==> src/rtl/tlul_pkg.sv <==
// Minimal TL-UL type definitions shared by the SRAM device adapter and its bench.
package tlul_pkg;

  localparam int unsigned TL_AW  = 32;
  localparam int unsigned TL_DW  = 32;
  localparam int unsigned TL_AIW = 8;
  localparam int unsigned TL_DIW = 1;
  localparam int unsigned TL_DUW = 4;
  localparam int unsigned TL_SZW = 2;

  typedef enum logic [2:0] {
    PutFullData    = 3'h0,
    PutPartialData = 3'h1,
    Get            = 3'h4
  } tl_a_op_e;

  typedef enum logic [2:0] {
    AccessAck     = 3'h0,
    AccessAckData = 3'h1
  } tl_d_op_e;

  // Opcode fields are plain vectors so illegal encodings can be carried and rejected.
  typedef struct packed {
    logic                  a_valid;
    logic [2:0]            a_opcode;
    logic [2:0]            a_param;
    logic [TL_SZW-1:0]     a_size;
    logic [TL_AIW-1:0]     a_source;
    logic [TL_AW-1:0]      a_address;
    logic [TL_DW/8-1:0]    a_mask;
    logic [TL_DW-1:0]      a_data;
    logic                  d_ready;
  } tl_h2d_t;

  typedef struct packed {
    logic                  d_valid;
    logic [2:0]            d_opcode;
    logic [2:0]            d_param;
    logic [TL_SZW-1:0]     d_size;
    logic [TL_AIW-1:0]     d_source;
    logic [TL_DIW-1:0]     d_sink;
    logic [TL_DW-1:0]      d_data;
    logic [TL_DUW-1:0]     d_user;
    logic                  d_error;
    logic                  a_ready;
  } tl_d2h_t;

endpackage

==> src/rtl/tlul_sram_device_adapter.sv <==
// TL-UL device adapter driving a single-port SRAM with 1-cycle read latency.
// Requests are checked, issued to the SRAM, and their responses queued in a small
// circular FIFO so the host can keep up to Depth requests outstanding.
module tlul_sram_device_adapter
  import tlul_pkg::*;
#(
  parameter int unsigned SramAw = 12,
  parameter int unsigned Depth  = 2
) (
  input  logic              clock,
  input  logic              reset,
  input  tl_h2d_t           tl_i,
  output tl_d2h_t           tl_o,
  output logic              req_o,
  output logic              we_o,
  output logic [SramAw-1:0] addr_o,
  output logic [31:0]       wdata_o,
  output logic [3:0]        wmask_o,
  input  logic [31:0]       rdata_i
);

  localparam int unsigned CntW = $clog2(Depth + 1);
  localparam int unsigned PtrW = (Depth > 1) ? $clog2(Depth) : 1;

  typedef struct packed {
    logic [2:0]        opcode;
    logic [TL_SZW-1:0] size;
    logic [TL_AIW-1:0] source;
    logic              err;
  } meta_t;

  typedef struct packed {
    meta_t       meta;
    logic [31:0] data;
  } rsp_t;

  meta_t            meta_q, meta_d;
  logic             inflight_q, inflight_d;
  logic             a_ready_q, a_ready_d;
  logic [CntW-1:0]  count_q, count_d;
  logic [PtrW-1:0]  wr_ptr_q, wr_ptr_d;
  logic [PtrW-1:0]  rd_ptr_q, rd_ptr_d;
  rsp_t             fifo_q [Depth];
  rsp_t             fifo_d [Depth];

  logic is_put, op_ok, align_ok, a_err, accept;
  logic push, pop, empty, full;
  rsp_t push_entry, head;

  // Bits that the xbar has already decoded, or that carry nothing for this device.
  logic unused_tl;
  assign unused_tl = ^{tl_i.a_param, tl_i.a_address[31:SramAw+2]};

  // Request legality check and SRAM strobe generation for the accepting cycle.
  always_comb begin
    is_put = (tl_i.a_opcode == PutFullData) || (tl_i.a_opcode == PutPartialData);
    op_ok  = is_put || (tl_i.a_opcode == Get);
    case (tl_i.a_size)
      2'd0:    align_ok = 1'b1;
      2'd1:    align_ok = ~tl_i.a_address[0];
      2'd2:    align_ok = (tl_i.a_address[1:0] == 2'b00);
      default: align_ok = 1'b0;
    endcase
    a_err   = ~(op_ok & align_ok);
    accept  = tl_i.a_valid & a_ready_q;
    req_o   = accept & ~a_err;
    we_o    = req_o & is_put;
    addr_o  = tl_i.a_address[SramAw+1:2];
    wdata_o = tl_i.a_data;
    wmask_o = tl_i.a_mask;
  end

  // Next-state for the in-flight stage, response FIFO and registered a_ready.
  always_comb begin
    meta_d     = meta_q;
    inflight_d = accept;
    if (accept) begin
      meta_d.opcode = tl_i.a_opcode;
      meta_d.size   = tl_i.a_size;
      meta_d.source = tl_i.a_source;
      meta_d.err    = a_err;
    end

    empty = (count_q == '0);
    full  = (count_q == CntW'(Depth));
    push  = inflight_q;
    pop   = ~empty & tl_i.d_ready;

    // Anything that is not a Put answers with data; errors force all-ones.
    push_entry.meta = meta_q;
    if ((meta_q.opcode == PutFullData) || (meta_q.opcode == PutPartialData)) begin
      push_entry.data = 32'h0;
    end else if (meta_q.err) begin
      push_entry.data = 32'hFFFF_FFFF;
    end else begin
      push_entry.data = rdata_i;
    end

    fifo_d   = fifo_q;
    wr_ptr_d = wr_ptr_q;
    rd_ptr_d = rd_ptr_q;
    if (push) begin
      fifo_d[wr_ptr_q] = push_entry;
      wr_ptr_d = (wr_ptr_q == PtrW'(Depth - 1)) ? '0 : wr_ptr_q + PtrW'(1);
    end
    if (pop) begin
      rd_ptr_d = (rd_ptr_q == PtrW'(Depth - 1)) ? '0 : rd_ptr_q + PtrW'(1);
    end

    case ({push, pop})
      2'b10:   count_d = count_q + CntW'(1);
      2'b01:   count_d = count_q - CntW'(1);
      default: count_d = count_q;
    endcase

    // Registering the sum keeps a_ready free of any path from d_ready or a_valid.
    a_ready_d = (int'(count_d) + int'(inflight_d)) < int'(Depth);
  end

  // State registers with synchronous reset; reset drops everything outstanding.
  always_ff @(posedge clock) begin
    if (reset) begin
      meta_q     <= '0;
      inflight_q <= 1'b0;
      a_ready_q  <= 1'b0;
      count_q    <= '0;
      wr_ptr_q   <= '0;
      rd_ptr_q   <= '0;
      fifo_q     <= '{default: '0};
    end else begin
      meta_q     <= meta_d;
      inflight_q <= inflight_d;
      a_ready_q  <= a_ready_d;
      count_q    <= count_d;
      wr_ptr_q   <= wr_ptr_d;
      rd_ptr_q   <= rd_ptr_d;
      fifo_q     <= fifo_d;
    end
  end

  // D channel presents the FIFO head; all fields idle at zero while empty.
  always_comb begin
    head         = fifo_q[rd_ptr_q];
    tl_o         = '0;
    tl_o.a_ready = a_ready_q;
    if (!empty) begin
      tl_o.d_valid  = 1'b1;
      tl_o.d_opcode = ((head.meta.opcode == PutFullData) ||
                       (head.meta.opcode == PutPartialData)) ? AccessAck : AccessAckData;
      tl_o.d_size   = head.meta.size;
      tl_o.d_source = head.meta.source;
      tl_o.d_data   = head.data;
      tl_o.d_error  = head.meta.err;
    end
  end

  // The a_ready accounting must make a push into a full, non-draining FIFO impossible.
  a_no_overflow: assert property (@(posedge clock) disable iff (reset) !(push && full && !pop));

endmodule

==> config.mk <==
export PLATFORM = sky130hd
export DESIGN_NAME = tlul_sram_device_adapter
export DESIGN_NICKNAME = d
export VERILOG_FILES = /design/src/rtl/tlul_pkg.sv /design/src/rtl/tlul_sram_device_adapter.sv
export SDC_FILE = /design/constraint.sdc
export NUM_CORES = 1
export LEC_CHECK = 0
export BUFFER_PORTS_ARGS = -buffer_cell sky130_fd_sc_hd__buf_2
export CORE_MARGIN = 3
export CORE_UTILIZATION = 30
export DETAILED_ROUTE_END_ITERATION = 12
export HOLD_SLACK_MARGIN = 0.08
export PLACE_DENSITY_LB_ADDON = 0.2
export SLEW_MARGIN = 10
export SYNTH_ARGS = -nofsm -noshare
export SYNTH_HDL_FRONTEND = slang
export SYNTH_SLANG_ARGS = --single-unit
==> constraint.sdc <==
create_clock -name clock -period 2.05 [get_ports clock]
set_clock_uncertainty 0.2 [all_clocks]
set_input_delay 0.41 -clock clock [delete_from_list [all_inputs] [get_ports clock]]
set_output_delay 0.41 -clock clock [all_outputs]
set_load 0.005 [all_outputs]
After elaboration in Yosys (flattened, before gate mapping):

Cells that the tools add are included.

* RAM bits: 0
* bits in latches: 0
* ROM bits: 0
* memories kept: 0
* output and inout port bits: 106
* bits in registers: 112

* add/subtract/negate cells: 5
* $lt $le $gt $ge: 4
* $mul: 0
* eq/ne operators: 8
* shift operators: 0
* mux-type cells: 17
* bitwise gates (word level): 10
* div/mod/pow operators: 0
* reduce and logical (&&, ||, !) cells: 11

Operators by type and width (count)
* 46-bit two-way mux: 4
* 32-bit two-way mux: 3
* 92-bit bitwise mux: 1
* 46-bit demux with 1-bit select: 1
* 10-bit two-way mux: 1
* 3-bit by 1-bit equality test with 1-bit output, second input constant: 3
* 3-bit logical NOT: 3
* 2-bit logical NOT: 3
* 1-bit bitwise AND: 5
* 2-bit by 1-bit equality test with 1-bit output, second input constant: 2
* 2-bit equality test, second input constant: 2
* 2-bit greater-or-equal comparator, second input constant: 2
* 1-bit logical OR: 4
* 1-bit two-way mux: 4
* 4-bit two-way mux: 1
* 1-bit NOT with 2-bit output: 2
* 2-bit one-hot mux with 2 select lines: 1
* 2-bit by 1-bit adder with 3-bit output: 1
* 3-bit equality test, second input constant: 1
* 3-bit by 2-bit less-than comparator with 1-bit output, second input constant: 1
* 1-bit NOT: 3
* 1-bit one-hot mux with 3 select lines: 1
* 1-bit adder, second input constant: 2
* 2-bit by 1-bit adder with 2-bit output, second input constant: 1
* 3 further kinds: 3

Logic depth before layout (Yosys ltp):

Gate-level depths: netlist of the first run.

* depth after elaboration: 8
* depth in mapped cells: 7
* mapped depth without buffers: 6

Least setup slack after synthesis of the first run:

No wires, ideal clock.

* kind: register to register
* from: reg count_q[0]
* to: reg a_ready_q
* arrival: 1.636 ns
* path buffers: 1
* stages on the path, launching flop included: 8
* data required time: 1.733 ns
* slack: 0.097 ns
* path through: dfxtp_1 -> buf_2 -> o21ai_0 -> inv_1 -> ha_1 -> nor2b_1 -> a211o_1 -> a32o_1

* word-level cells in the longest chain between the ends: 7

RTL lines
* from (decl): RTL line tlul_sram_device_adapter.sv:40 `logic [CntW-1:0] count_q, count_d;`
* from (signal assigned): RTL line tlul_sram_device_adapter.sv:134 `count_q <= count_d;`
* 2-bit logical NOT *: RTL line tlul_sram_device_adapter.sv:84 `empty = (count_q == '0);`
* 1-bit NOT *: RTL line tlul_sram_device_adapter.sv:87 `pop = ~empty & tl_i.d_ready;`
* 1-bit bitwise AND *: RTL line tlul_sram_device_adapter.sv:87
* net pop: RTL line tlul_sram_device_adapter.sv:47 `logic push, pop, empty, full;`
* 2-bit by 1-bit equality test with 1-bit output / 2-bit equality test (equally long branches): RTL line tlul_sram_device_adapter.sv:110 `case ({push, pop})`
* 2-bit one-hot mux with 2 select lines *: RTL line tlul_sram_device_adapter.sv:110
* 2-bit by 1-bit adder with 3-bit output *: RTL line tlul_sram_device_adapter.sv:117 `a_ready_d = (int'(count_d) + int'(inflight_d)) < int'(Depth);`
* 3-bit by 2-bit less-than comparator with 1-bit output *: RTL line tlul_sram_device_adapter.sv:117
* to (signal assigned): RTL line tlul_sram_device_adapter.sv:133 `a_ready_q <= a_ready_d;`
* to (decl): RTL line tlul_sram_device_adapter.sv:39 `logic a_ready_q, a_ready_d;`

Mark *: on every way through the listed nets, which the timed path passes. The rest lies on a longest branch.
A chain may end at the register's enable or synchronous reset.

==> flow_summary.toml, run 1 <==
[sta]
drv_slew = 0
rsz0062_at_grt = "true"
setup_tns_ns = 0
fin_crit_sh = 0.9851
finalSetupViolCount = 0
hold_violations = 0
worst_pin_slew_ns = 0.6184
max_clock_freq_mhz = 495.2
hold_slack_ns = 0.09708
relSlewSlack = 0.5877
finalCriticalPeriod_ns = 2.019
timing.final.ws_setup_ns = 0.03052

[placed_design]
place.gp.congestion = 0.6954
portBuffers = 98
post-dp-hpwl_mm = 8.929
pre_cts_ws_ns = 0.1300

[die]
die-area_mm2 = 0.01877
core-area_mm2 = 0.01670
die_h_um = 137.0
fp.dieW_um = 137.0
start_util = 0.3083
fp-row-count = 47
pin_count = 226

[power]
p_per_area_mw_per_mm2 = 784.3
power_leakage_uw = 0.002184
ir_worst_vdd_mv = 0.4468
total_power_uw = 4710

[finish]
antennaDiodeCount = 0
final_core_util = 0.3596
drive_gt1_frac = 0.2396
fill_cells = 1758
register_area_mm2 = 0.002190
syn_to_final_growth_pct = 16.65
final_nets = 793
multi_input_area_mm2 = 0.002327

[clock_network]
ctsHtreeMaxLevel = 3
cts_tree = "built"
clkLatencyLatePin_ns = 0.35
root_buffer = "clkbuf_16"
cts_num_sinks = 109
cts_buffers = 9
cts_buffer_depth = 2
clk_pin_slew_ns = 0.07

[global_routing]
antenna_found_initial = 0
met3_usage = 0.03088
top_usage_layer = "met2"
grtUsageMet2 = 0.2485
grt_max_degree = 65
grt_pass1_vias = 4247
grt_use_met1 = 0.1918
grt_usage = 0.1504
grt_overflow = 0
grt_pass1_wl_mm = 22.11

[yosys]
seq_area_frac_synth = 0.4238
netlist-cell-type-count = 36
synth-seq-cells = 109
syn_inst = 634
netlist_area_mm2 = 0.005149
avgSynthCellArea_um2 = 8.121
synth_warnings = 0

[worst_hold_path]
hp-class = "input pin to register"

[drt]
via_per_inst = 4.936
dr.first_iter.drc_count = 156
vias = 4423
routedWlPerCell_um = 16.00
drtAntennaViolNets = 0
drc = 0
drt_wl_total_mm = 14.34
drtPass1Iterations = 4

[worst_setup_path]
worst_ep_required_time_ns = 1.44
critPathKind = "register to primary output"
cp_max_fo = 5
critPathCaptureType = "primary output"
cp.arrival_ns = 1.41
worstSetupStartpointType = "register"

[status]
status = "complete, no violations"

[job]
max-cap-violations = 0
## path summary, 6_finish.rpt
path	from	to	slack [ns]	depth (start not counted)
worst min register to register	fifo_q[1]	fifo_q[1]	0.25	2
worst min-delay path	tl_i[76]	meta_q[8]	0.1	3
worst max register to register	count_q[1]	a_ready_q	0.17	6
worst max-delay path	rd_ptr_q	tl_o[39]	0.03	6
## cells in the final DEF (no fill, tap or decap), drive strengths merged, types with 2 or more instances in the layout
cell | synthesis | final
a211oi | 2 | 2
clkbuf | 18 | 15
nor2b | 3 | 3
dfxtp | 109 | 109
mux2i | 43 | 43
clkinv | 0 | 2
o211ai | 33 | 33
nor2 | 50 | 50
nor3 | 4 | 4
inv | 4 | 4
buf | 94 | 127
conb | 1 | 10
nand2b | 3 | 3
nand2 | 116 | 116
o21ai | 67 | 67
a22o | 13 | 13
a21oi | 62 | 62
## through the flow
| step | instance area (um2) | std cells |
|---|---|---|
| floorplan | 5182 | 643 |
| global placement | 5530 | 873 |
| detailed placement | 5530 | 873 |
| CTS | 5876 | 891 |
| global route | 6006 | 896 |
| finish | 6006 | 896 |
## layout make-up
type,count,area share
sequential,109,0.3646
clock inverter,2,0.002917
timing repair buffer,130,0.1517
tap,220,0.04583
clock buffer,13,0.04500
multi-input combinational,418,0.3875
inverter,4,0.002500
## power by group
part | leakage, uW | total (uW) | internal [uW] | switching [uW]
combinational | 0.00116 | 819 | 342 | 478
clock | 0.000142 | 1690 | 923 | 766
sequential | 0.000883 | 2200 | 2160 | 38.5
## critical path, cell delays in order (launching register included)
cell and delay, ns:
dfxtp_4 0.36, buf_12 0.14, buf_6 0.10, buf_6 0.09
mux2i_1 0.18, nor2_1 0.06, buf_2 0.12
## registers in the layout, summed over array words and instances (netlist names)
signal      count
a_ready_q       1
count_q         2
fifo_q         90
inflight_q      1
meta_q         13
rd_ptr_q        1
wr_ptr_q        1
## cells by family (layout without fill, tap and decap cells)
family | count (synthesis) | count (layout) | synth area share
adder cells (fa/ha/maj) | 1 | 1 | 0.002430
multiplexers | 43 | 43 | 0.08360
buffers and inverters | 116 | 149 | 0.1409
flip-flops | 109 | 109 | 0.4238
AND/OR/NAND/NOR | 181 | 181 | 0.1385
XOR/XNOR | 2 | 2 | 0.003403
other | 1 | 10 | 0.0007283
AO/OA/AOI/OAI | 181 | 181 | 0.2066
## cells in the mapped netlist
cell      count  share of area
a211o_1       1         0.0017
a211oi_1      2         0.0029
a21o_1        1         0.0015
a21oi_1      61          0.059
a21oi_2       1         0.0017
a22o_1       13          0.022
a32o_1        1         0.0019
and2_1        1         0.0012
and3_1        1         0.0012
buf_1         2         0.0015
buf_2        24          0.023
buf_4        67          0.098
buf_6         1         0.0022
clkbuf_1     17          0.012
clkbuf_2      1        0.00097
conb_1        1        0.00073
dfxtp_1     109           0.42
ha_1          1         0.0024
inv_1         3         0.0022
inv_2         1        0.00073
mux2i_1      43          0.084
nand2_1     116          0.085
nand2b_1      3         0.0036
nand3_1       1        0.00097
nor2_1       49          0.036
nor2_2        1         0.0012
nor2b_1       3         0.0036
nor3_1        4         0.0039
o211ai_1     33          0.048
o21ai_0      66          0.064
o21ai_1       1        0.00097
o221a_2       1         0.0022
or2_2         1         0.0012
or3_1         1         0.0012
xnor2_1       1         0.0017
xor2_1        1         0.0017
## per-layer routing
layer	part of all wire	vias up
li1	-	2158
met1	0.45	2097
met2	0.47	129
met3	0.059	39
met4	0.024	0
met5	0	-
## timing repair
action / in CTS / in global routing
setup endpoints to repair: 41 / 33
gates cloned: 0 / 2
pin swaps: 1 / 4
hold endpoints to repair: 1 / 0
setup buffers: 2 / 3
resized for setup: 9 / 14
hold buffers: 1 / 0
Power figures use the tool's default switching activity.
==> inputs of run 2 (changes only) <==
--- a/config.mk
+++ b/config.mk
@@ -6,6 +6,7 @@
 export NUM_CORES = 1
 export LEC_CHECK = 0
 export BUFFER_PORTS_ARGS = -buffer_cell sky130_fd_sc_hd__buf_2
+export CORE_ASPECT_RATIO = 0.7
 export CORE_MARGIN = 3
 export CORE_UTILIZATION = 30
 export DETAILED_ROUTE_END_ITERATION = 12
==> run 2 against run 1 <==
Net effect: die area grew 0.13%; non-clock buffer count shrank 10; clock power is 5% higher; register-to-register slack better by 0.02 ns; total power hardly changed; global-route usage barely moved; sequential share of layout area is 0.75 points higher; maximum frequency down 0.86%.
==> flow_summary.toml, run 2 (synthesized netlist as in run 1, its figures left out) <==
[clock_network]
post_cts_buffers = 0
cts_tree = "built"
cts_num_sinks = 109
clkLatencyLatePin_ns = 0.34
root_buffer = "clkbuf_16"
clk_pin_slew_ns = 0.07
holdBufCountCts = 0
cts_buffer_depth = 2
cts_buffers = 9
ctsHtreeMaxLevel = 3

[power]
p_per_area_mw_per_mm2 = 800.4
p_seq_frac = 0.467
pwr-share-comb = 0.156
p_switching_uw = 1320
ir_worst_vdd_mv = 0.3764
power_leakage_uw = 0.002105
p_clk_frac = 0.376
switching_share = 0.2803
intPower_uw = 3390

[sta]
hold_slack_ns = 0.09730
finalSetupViolCount = 0
hold_violations = 0
rsz0062_at_grt = "true"
worst_pin_slew_ns = 0.6877
max_clock_freq_mhz = 490.9
relSlewSlack = 0.5415
finalCriticalPeriod_ns = 2.037
drv_slew = 0
fin_crit_sh = 0.9937

[drt]
dr.first_iter.drc_count = 262
routedWlPerCell_um = 15.84
via_per_inst = 4.917
vias = 4381
drc = 0
drtAntennaViolNets = 0
drt_wl_total_mm = 14.11
drtPass1Iterations = 4

[worst_setup_path]
worst_ep_required_time_ns = 1.44
startpoint = "rd_ptr_q"
rr_worst_depth = 5
critPathKind = "register to primary output"
cp_max_fo = 22
critPathSlowestCell = "dfxtp_4"
cp.arrival_ns = 1.43
cp_slowest_stage_delay_ns = 0.38
r2r_end = "a_ready_q"
critPathCaptureType = "primary output"
timing.rr.start = "inflight_q"
cp-endpoint = "tl_o[17]"
path_cells = "buf_12 > mux2i_2 > nor2_1 > buf_2"
worstSetupStartpointType = "register"
reg2reg_slack_ns = 0.19

[die]
start_util = 0.3112
pin_count = 226
die-area_mm2 = 0.01880
core-area_mm2 = 0.01654
fp-row-count = 39
fp.dieW_um = 162.6
die_h_um = 115.6

[global_routing]
grt_overflow = 0
grt_usage = 0.1506
grt_pass1_vias = 4326
antenna_found_initial = 0
grt_max_degree = 67
grt_pass1_wl_mm = 22.50

[finish]
top_register = "fifo_q"
antennaDiodeCount = 0
final_nets = 783
top_regs = "fifo_q: 90 flops, meta_q: 13 flops, count_q: 2 flops"
fill_cells = 1689
fin_area_mm2 = 0.005884
largest_register_ffs = 90
layout_commonest_cell = "nand2_1"
syn_to_final_growth_pct = 14.29
drive_gt1_frac = 0.2357
final_cell_mix = "116 x nand2_1, 105 x dfxtp_1, 98 x buf_2, 64 x o21ai_0, 61 x a21oi_1"

[placed_design]
post-dp-hpwl_mm = 8.892
place.gp.congestion = 0.7079
portBuffers = 98
placed_cell_area_mm2 = 0.005497

[status]
status = "complete, no violations"

[worst_hold_path]
holdPathStages = 3
holdCritStartpoint = "tl_i[70]"
hp-class = "input pin to register"

[job]
max-cap-violations = 0
[run 2: repair_timing]
| item | in CTS | in global routing |
|---|---|---|
| gates cloned | 0 | 0 |
| setup endpoints to repair | 27 | 107 |
| pin swaps | 0 | 1 |
| resized for setup | 9 | 17 |
[run 2: worst min-delay path by stage]
stage                      end  slack, ns
floorplan            fifo_q[0]       0.22
global placement    fifo_q[25]       0.23
detailed placement   fifo_q[4]       0.24
CTS                  meta_q[5]       0.09
global route         meta_q[1]       0.11
finish               meta_q[2]        0.1
[run 2: power groups by stage]
stage,Sequential (uW),Combinational [uW],Clock [uW]
3_3_place_gp,2240,691,0
6_report,2200,737,1770
5_1_grt,2210,816,1890
4_1_cts,2200,728,1820
2_1_floorplan,2230,531,0
3_5_place_dp,2250,704,0
[run 2: critical path: cells and delay by family (launching register included)]
| family | cells | cell delay [ns] |
|---|---|---|
| buffers and inverters | 2 | 0.34 |
| and+or+nand+nor | 1 | 0.06 |
| muxes | 1 | 0.28 |
| DFF | 1 | 0.38 |
[run 2: final cells by class]
cell class,count,area [um2],area share
Tap cell,225,281.5,0.04784
Clock inverter,6,73.82,0.01255
Multi-Input combinational cell,418,2350,0.3993
Inverter,4,15.01,0.002552
Sequential cell,109,2190,0.3721
Timing Repair Buffer,120,749.5,0.1274
Clock buffer,9,225.2,0.03827
[run 2: per-layer routing]
layer | track usage | part of all wire
met1 | 0.2019 | 0.47
met2 | 0.2462 | 0.46
met3 | 0.03787 | 0.057
met4 | 0.03606 | 0.0068
met5 | 0 | 0
[run 2: metrics by stage]
stage | power (uW) | util | setup TNS (ns) | std cells | setup WS [ns]
floorplan | 2765 | - | 0 | 643 | 0.09653
global placement | 2935 | 0.3323 | 0 | 876 | 0.09170
detailed placement | 2949 | 0.3323 | 0 | 876 | 0.06667
CTS | 4746 | 0.3527 | -0.01767 | 891 | -0.01052
global route | 4918 | 0.3557 | -0.2563 | 891 | -0.03721
finish | 4710 | 0.3557 | 0 | 891 | 0.01291
